### src/rtl/dmc_channel.sv
// dmc_channel -- delta-modulation channel of the APU.
//
// Fetches 1-bit delta sample bytes over a DMA request/acknowledge handshake,
// shifts them out LSB first at the selected NTSC rate, and moves the 7-bit
// output level up or down by 2 for each bit. It also raises the DMC interrupt
// and reports whether sample bytes remain.
//
// Ports:
//   clk, rst_l               clock, asynchronous active-low reset
//   cpu_clk_en               one-cycle pulse per CPU cycle (timer/output advance)
//   irq_en, loop, rate_index $4010 fields
//   direct_load(_data)       $4011 write strobe and value
//   sample_addr_in           $4012 (start = $C000 + value*64)
//   sample_len_in            $4013 (length = value*16 + 1 bytes)
//   status_write, enable     $4015 write strobe and bit 4
//   dma_req, dma_addr        fetch request and address
//   dma_ack, dma_data        fetch acknowledge pulse and returned byte
//   bytes_remaining_non_zero status bit 4 for $4015 reads
//   irq                      DMC interrupt flag
//   out                      7-bit level to the mixer
//
// Handshake: dma_req is decoded straight from registered state (buffer empty
// and bytes remaining), so it rises the cycle after that condition forms and
// holds dma_addr stable. A dma_ack pulse is a transfer only while dma_req is
// high; dma_req then falls the next cycle because the buffer is full.
module dmc_channel (
  input  logic        clk,
  input  logic        rst_l,
  input  logic        cpu_clk_en,
  input  logic        irq_en,
  input  logic        loop,
  input  logic [3:0]  rate_index,
  input  logic        direct_load,
  input  logic [6:0]  direct_load_data,
  input  logic [7:0]  sample_addr_in,
  input  logic [7:0]  sample_len_in,
  input  logic        status_write,
  input  logic        enable,
  input  logic        dma_ack,
  input  logic [7:0]  dma_data,
  output logic        dma_req,
  output logic [15:0] dma_addr,
  output logic        bytes_remaining_non_zero,
  output logic        irq,
  output logic [6:0]  out
);

  logic [8:0]  timer;
  logic [8:0]  rate_m1;
  logic [15:0] cur_addr;
  logic [11:0] bytes_remaining;
  logic [7:0]  sample_buffer;
  logic        buffer_full;
  logic [7:0]  shift_reg;
  logic [3:0]  bits_remaining;
  logic        silence;

  logic        ack_accept;
  logic        out_clk;
  logic        buf_consume;
  logic        last_byte;
  logic [15:0] start_addr;
  logic [11:0] start_len;
  logic [15:0] next_addr;

  // Reload values are rate-1 so that the period is exactly `rate` CPU cycles.
  always_comb begin
    rate_m1 = 9'd427;
    case (rate_index)
      4'd0:  rate_m1 = 9'd427;
      4'd1:  rate_m1 = 9'd379;
      4'd2:  rate_m1 = 9'd339;
      4'd3:  rate_m1 = 9'd319;
      4'd4:  rate_m1 = 9'd285;
      4'd5:  rate_m1 = 9'd253;
      4'd6:  rate_m1 = 9'd225;
      4'd7:  rate_m1 = 9'd213;
      4'd8:  rate_m1 = 9'd189;
      4'd9:  rate_m1 = 9'd159;
      4'd10: rate_m1 = 9'd141;
      4'd11: rate_m1 = 9'd127;
      4'd12: rate_m1 = 9'd105;
      4'd13: rate_m1 = 9'd83;
      4'd14: rate_m1 = 9'd71;
      4'd15: rate_m1 = 9'd53;
      default: rate_m1 = 9'd427;
    endcase
  end

  assign dma_req                  = !buffer_full && (bytes_remaining != 12'd0);
  assign dma_addr                 = cur_addr;
  assign bytes_remaining_non_zero = (bytes_remaining != 12'd0);

  assign ack_accept  = dma_ack && dma_req;
  assign out_clk     = cpu_clk_en && (timer == 9'd0);
  // The shifter reloads from the buffer on the last bit of an output cycle.
  assign buf_consume = out_clk && (bits_remaining == 4'd1) && buffer_full;
  assign last_byte   = (bytes_remaining == 12'd1);
  assign start_addr  = {2'b11, sample_addr_in, 6'b000000};
  assign start_len   = {sample_len_in, 4'b0000} + 12'd1;
  // Sample fetches stay in $8000-$FFFF.
  assign next_addr   = (cur_addr == 16'hFFFF) ? 16'h8000 : cur_addr + 16'd1;

  // Rate timer; rate_index is only looked at on reload.
  always_ff @(posedge clk or negedge rst_l) begin
    if (!rst_l) begin
      timer <= 9'd427;
    end else if (cpu_clk_en) begin
      if (timer == 9'd0) timer <= rate_m1;
      else               timer <= timer - 9'd1;
    end
  end

  // Output unit: level, shifter, bit counter, silence flag.
  always_ff @(posedge clk or negedge rst_l) begin
    if (!rst_l) begin
      out            <= 7'd0;
      shift_reg      <= 8'd0;
      bits_remaining <= 4'd8;
      silence        <= 1'b1;
    end else begin
      // A direct load overrides a delta landing on the same edge.
      if (direct_load) begin
        out <= direct_load_data;
      end else if (out_clk && !silence) begin
        if (shift_reg[0]) begin
          if (out <= 7'd125) out <= out + 7'd2;
        end else if (out >= 7'd2) begin
          out <= out - 7'd2;
        end
      end
      if (out_clk) begin
        shift_reg      <= {1'b0, shift_reg[7:1]};
        bits_remaining <= bits_remaining - 4'd1;
        if (bits_remaining == 4'd1) begin
          bits_remaining <= 4'd8;
          if (buffer_full) begin
            shift_reg <= sample_buffer;
            silence   <= 1'b0;
          end else begin
            silence <= 1'b1;
          end
        end
      end
    end
  end

  // Memory reader: sample buffer, address and byte counter.
  always_ff @(posedge clk or negedge rst_l) begin
    if (!rst_l) begin
      sample_buffer   <= 8'd0;
      buffer_full     <= 1'b0;
      cur_addr        <= 16'hC000;
      bytes_remaining <= 12'd0;
    end else begin
      // An ack only happens while the buffer is empty, so it never collides
      // with consumption; the shifter has already seen the empty buffer.
      if (ack_accept) begin
        sample_buffer <= dma_data;
        buffer_full   <= 1'b1;
      end else if (buf_consume) begin
        buffer_full <= 1'b0;
      end

      if (ack_accept) begin
        if (last_byte && loop) begin
          cur_addr        <= start_addr;
          bytes_remaining <= start_len;
        end else begin
          cur_addr        <= next_addr;
          bytes_remaining <= bytes_remaining - 12'd1;
        end
      end else if (status_write && enable && (bytes_remaining == 12'd0)) begin
        cur_addr        <= start_addr;
        bytes_remaining <= start_len;
      end

      // Disabling the channel clears the count even when a byte lands now.
      if (status_write && !enable) bytes_remaining <= 12'd0;
    end
  end

  // Interrupt flag: irq_en low holds it clear; a $4015 write clears it and
  // beats a set from an end-of-sample ack on the same edge.
  always_ff @(posedge clk or negedge rst_l) begin
    if (!rst_l) begin
      irq <= 1'b0;
    end else if (!irq_en || status_write) begin
      irq <= 1'b0;
    end else if (ack_accept && last_byte && !loop) begin
      irq <= 1'b1;
    end
  end

endmodule

### config.mk
export PLATFORM = sky130hd
export DESIGN_NAME = dmc_channel
export DESIGN_NICKNAME = d
export VERILOG_FILES = /design/src/rtl/dmc_channel.sv
export SDC_FILE = /design/constraint.sdc
export NUM_CORES = 1
export LEC_CHECK = 0
export ABC_AREA = 1
export ABC_CLOCK_PERIOD_IN_PS = 5400
export CORE_UTILIZATION = 45
export DETAILED_ROUTE_END_ITERATION = 8
export HOLD_SLACK_MARGIN = 0.12
export PLACE_DENSITY = 0.73
export SLEW_MARGIN = 10
export SYNTH_ARGS = -nofsm -noshare
export SYNTH_HDL_FRONTEND = slang
export SYNTH_SLANG_ARGS = --single-unit
### constraint.sdc
create_clock -name clk -period 5.4 [get_ports clk]
set_clock_uncertainty 0.15 [all_clocks]
set_input_delay 0.81 -clock clk [delete_from_list [all_inputs] [get_ports clk]]
set_output_delay 0.81 -clock clk [all_outputs]
set_load 0.005 [all_outputs]
**After elaboration in Yosys (flattened, before gate mapping)**

Memories as Yosys holds them, arrays and structs flattened.
Index checks and enable logic that the tools add are counted.

- Word-level logic and storage cells: 75
- Output and inout bits: 26
- Memory bits (read-only): 128
- Flip-flop bits (word level): 67
- Memories: 1

Memories:

| name | words | bits a word | rd ports | clocked after memory_dff | write ports | RTL line | source |
|---|---|---|---|---|---|---|---|
| (name not given) | 16 | 8 | 1 | 0 | 0 | 69 | `case (rate_index)` |

- Eq/ne operators: 4
- Muxes and demuxes: 22
- Magnitude comparators: 2
- Add/subtract/negate cells: 7
- Reduce and logical (&&, ||, !) cells: 29

Operators with widths:

| operator | count |
|---|---|
| two-way mux 16 bit | 4 |
| two-way mux 12 bit | 4 |
| two-way mux 7 bit | 5 |
| adder 16 x 1 -> 16 bit, second input constant | 1 |
| equality test 16 bit, second input constant | 1 |
| two-way mux 8 bit | 2 |
| adder 12 x 1 -> 12 bit, second input constant | 1 |
| equality test 12 x 1 -> 1 bit, second input constant | 1 |
| logical AND 1 bit | 12 |
| logical NOT 12 bit | 1 |
| nonzero test 12 bit | 1 |
| subtractor 12 x 1 -> 12 bit, second input constant | 1 |
| logical NOT 9 bit | 1 |
| two-way mux 9 bit | 1 |
| subtractor 9 x 1 -> 9 bit, second input constant | 1 |
| nonzero test 2 bit | 4 |
| adder 7 x 2 -> 7 bit, second input constant | 1 |
| >= comparator 7 x 2 -> 1 bit, second input constant | 1 |
| less-or-equal comparator 7 bit, second input constant | 1 |
| subtractor 7 x 2 -> 7 bit, second input constant | 1 |
| nonzero test 3 bit | 2 |
| logical NOT 1 bit | 5 |
| two-way mux 1 bit | 5 |
| equality test 4 x 1 -> 1 bit, second input constant | 1 |
| 6 further kinds | 6 |

**Logic depth before layout (Yosys ltp)**

- Depth in word-level cells: 7
- Mapped depth: 11
- Mapped depth without buffers: 11

**Worst setup path before layout**

Ideal clock, no wire load.

- Path type: reg-to-output
- Start: register bytes_remaining[0]
- End: output port bytes_remaining_non_zero
- Path slack: 3.467 ns
- Stages on the path, launching flop included: 6
- Arrival time: 0.973 ns
- Path buffers: 0
- Path through: dfrtp_1 -> inv_1 -> ha_1 -> nand2_2 -> nor2_2 -> nand2_2

- Cells in the longest elaborated chain, start to end: 1

Ends and longest elaborated chain:

| what | RTL line | source |
|---|---|---|
| start: declaration | 51 | `logic [11:0] bytes_remaining;` |
| start signal: assignment | 168 | `bytes_remaining <= start_len;` |
| start signal: assignment | 171 | `bytes_remaining <= bytes_remaining - 12'd1;` |
| start signal: assignment | 175 | `bytes_remaining <= start_len;` |
| nonzero test 12 bit | 92 | `assign bytes_remaining_non_zero = (bytes_remaining != 12'd0);` |
| end: declaration | 43 | `output logic bytes_remaining_non_zero,` |

Every way passes these cells.

**Worst setup path after layout**

Ends and elaborated chain as after synthesis.

==> impl_metrics.py <==
metrics = {
    "outcome": {
        "status": "finished clean",
    },
    "worst_setup_path": {
        "path_buf_inv": 2,
        "worst_path_max_delay_cell": "clkdlybuf4s50_1",
        "cp.required_ns": 4.44,
        "crit_path_max_incr_delay_ns": 0.47,
        "regToRegStartpoint": "timer[0]$_DFFE_PN1P_",
        "crit_start": "bytes_remaining[0]$_DFFE_PN0P_",
        "crit_type": "reg2out",
        "critPathLaunchType": "flip-flop",
        "crit_arrival_ns": 1.96,
        "cp-end-kind": "output port",
        "crit_family": "buffers and inverters",
        "crit_path_max_fanout": 3,
        "path_cells": "inv_1, ha_1, nand2_2, nor2_2, nand2_2, clkdlybuf4s50_1",
        "crit_top_cell": "nand2_2",
    },
    "synthesis": {
        "synthXorXnorAreaFrac": 0.0278,
        "synth_warnings": 0,
        "synth_area_leaders": "dfrtp_1, nand2_1, nand3_1",
        "async_flop_share": 1.00,
        "synth_top_area_frac": 0.323,
        "muxShareOfSynthArea": 0.0136,
        "synth_simple_gate_area_frac": 0.379,
        "synth_flop_cell": "dfrtp_1",
        "yosys.area.top_type": "dfrtp_1",
        "synth_edf_count": 0,
        "syn_inst": 632,
        "syn_nets": 689,
        "synth.avg_cell_area_um2": 6.99,
        "yosysUniqueCellTypes": 38,
        "seq_area_frac_synth": 0.382,
        "synth_top_family_by_area": "simple AND/OR/NAND/NOR gates",
        "synthAdderAreaFrac": 0.0368,
        "ys_ff_latch": 67,
        "syn_area_mm2": 0.00442,
        "synth_compound_area_frac": 0.0771,
    },
    "clock_network": {
        "cts_buffers": 9,
        "cts_setup_buffers": 0,
        "clock_latency_ns": 0.36,
        "cts.clk_slew.worst_paths_ns": 0.07,
        "hold_buffers": 0,
        "cts.htree.levels": 3,
        "cts_sinks": 67,
        "cts_resized": 0,
        "clockBufferDepth": 2,
        "cts_tree": "built",
        "clock-root-buffer": "clkbuf_8",
    },
    "die": {
        "die_h_um": 101,
        "dieArea_mm2": 0.0102,
        "core_area_mm2": 0.00937,
        "die-width_um": 101,
        "rows": 35,
        "initial_core_util": 0.471,
        "ios": 70,
    },
    "placed_design": {
        "place_congestion": 0.912,
        "io_buffer_count": 69,
        "hpwlAfterDp_um": 7550,
        "placed_area_mm2": 0.00519,
        "pre_cts_ws_ns": 2.28,
    },
    "routing": {
        "via_per_inst": 5.04,
        "antenna_left": 0,
        "drtIter0Drc": 188,
        "drc": 0,
        "totalWireLength_um": 10400,
        "via_count": 4202,
        "dr.pass1.iters": 5,
        "routedWlPerCell_um": 12.5,
    },
    "flow_run": {
        "drv_cap": 0,
    },
    "timing": {
        "final.setup.tns_ns": 0,
        "slew_headroom": 0.540,
        "post-route-period-util": 0.541,
        "finalCriticalPeriod_ns": 2.92,
        "hold_violations": 0,
        "finalSetupViolations": 0,
        "fmax_ghz": 0.343,
        "tightestPinTransition_ns": 0.688,
        "rsz0062_at_grt": "no",
        "setup_ws_ns": 2.48,
        "finalMaxSlewViolations": 0,
    },
    "power": {
        "max-vdd-ir-drop_mv": 0.236,
        "powerDensity_mw_per_mm2": 375,
        "netSwitchingFraction": 0.397,
        "power_frac_seq": 0.370,
        "p_leak_nw": 2.64,
        "finalPower_mw": 2.02,
        "switchingPower_mw": 0.801,
        "p_clk_frac": 0.207,
        "power.internal_mw": 1.21,
        "comb_power_share": 0.424,
    },
    "cells_and_area": {
        "areaGrowthSynthToFinish_pct": 21.8,
        "nets": 756,
        "largest_reg_flops": 16,
        "diodes": 0,
        "nFillCells": 918,
        "drive_gt1_frac": 0.0710,
        "fin_area_mm2": 0.00538,
    },
    "grt": {
        "track_usage": 0.223,
        "grt_pass1_vias": 3909,
        "grt_max_degree": 53,
        "grt_antenna_before_repair": 0,
        "grt-ovfl-total": 0,
        "grt_first_pass_wirelength_um": 17800,
    },
    "worst_hold_path": {
        "min_path_type": "in2async",
    },
}
## layout by cell type (no fill, tap or decap), types with 2 or more instances in the layout
cell type	count
nand2_1	204
nor2_1	53
clkinv_2	2
or2_2	4
mux2i_1	6
dfrtp_1	57
clkbuf_8	10
nor3_1	10
xnor2_1	3
inv_1	76
nand4_1	11
nand2_2	3
o21ai_1	3
nor2_4	3
o21ai_0	37
clkdlybuf4s50_1	68
nand3_1	73
ha_1	13
xor2_1	11
nand3_4	2
a21oi_1	11
clkbuf_1	3
nand3b_1	4
a22oi_1	2
dfstp_2	10
nor2_2	7
o22ai_1	5
## logic make-up (layout without fill, tap and decap cells)
group / count (synthesis) / in the layout
AO/OA/AOI/OAI: 63 / 63
XOR/XNOR: 14 / 14
adder cells (fa/ha/maj): 13 / 13
buffers and inverters: 91 / 163
flip-flops: 67 / 67
multiplexers: 6 / 6
AND/OR/NAND/NOR: 378 / 378
## synth_stat cells (all sizes together) (5+ instances only)
| library cell | n |
|---|---|
| inv | 77 |
| nand3b | 5 |
| nand2 | 208 |
| o21ai | 40 |
| xor2 | 11 |
| dfrtp | 57 |
| mux2i | 6 |
| nor3 | 10 |
| nand3 | 76 |
| a21oi | 12 |
| buf | 10 |
| o22ai | 5 |
| dfstp | 10 |
| nor2 | 63 |
| ha | 13 |
| nand4 | 11 |
## worst paths after layout
| check | endpoint | slack [ns] | cells after the start |
|---|---|---|---|
| worst max-delay path | bytes_remaining_non_zero | 2.48 | 6 |
| worst min-delay path | out[3]$_DFFE_PN0P_ | 0.22 | 1 |
| worst max register to register | out[6]$_DFFE_PN0P_ | 2.80 | 10 |
| worst min register to register | silence$_DFFE_PN1P_ | 0.32 | 2 |
| max in group asynchronous | shift_reg[3]$_DFFE_PN0N_ | 3.89 | 2 |
| min in group clk | silence$_DFFE_PN1P_ | 0.32 | 2 |
## power groups by stage
stage,Sequential (mW),Clock (mW),Combinational [mW]
finish,0.745,0.416,0.854
global route,0.765,0.444,0.982
CTS,0.743,0.424,0.860
detailed placement,0.751,0,0.851
global placement,0.750,0,0.836
floorplan,0.723,0,0.607
## stage by stage
stage | util | hold WS [ns] | std cells
after floorplan | - | 0.294 | 632
after CTS | 0.574 | 0.223 | 833
after global placement | 0.554 | 0.308 | 817
final | 0.574 | 0.216 | 833
after global routing | 0.574 | 0.232 | 833
after detailed placement | 0.554 | 0.308 | 817
## final cells by class
| class | instances | area (um2) | area share |
|---|---|---|---|
| multi-input cells | 474 | 2360 | 0.439 |
| inverters | 77 | 289 | 0.0537 |
| flip-flops and latches | 67 | 1690 | 0.314 |
| well taps | 129 | 161 | 0.0300 |
| clock inverters | 3 | 40.0 | 0.00744 |
| clock buffers | 13 | 149 | 0.0277 |
| repair buffers | 70 | 693 | 0.129 |
## per-layer routing
layer	global-route usage	routed length (um)	vias up
li1	-	-	2158
met1	0.296	4960	1919
met2	0.365	4710	108
met3	0.0333	527	17
met4	0.0870	183	0
met5	0	0	-
No activity file was read; power rests on OpenSTA's default activity.
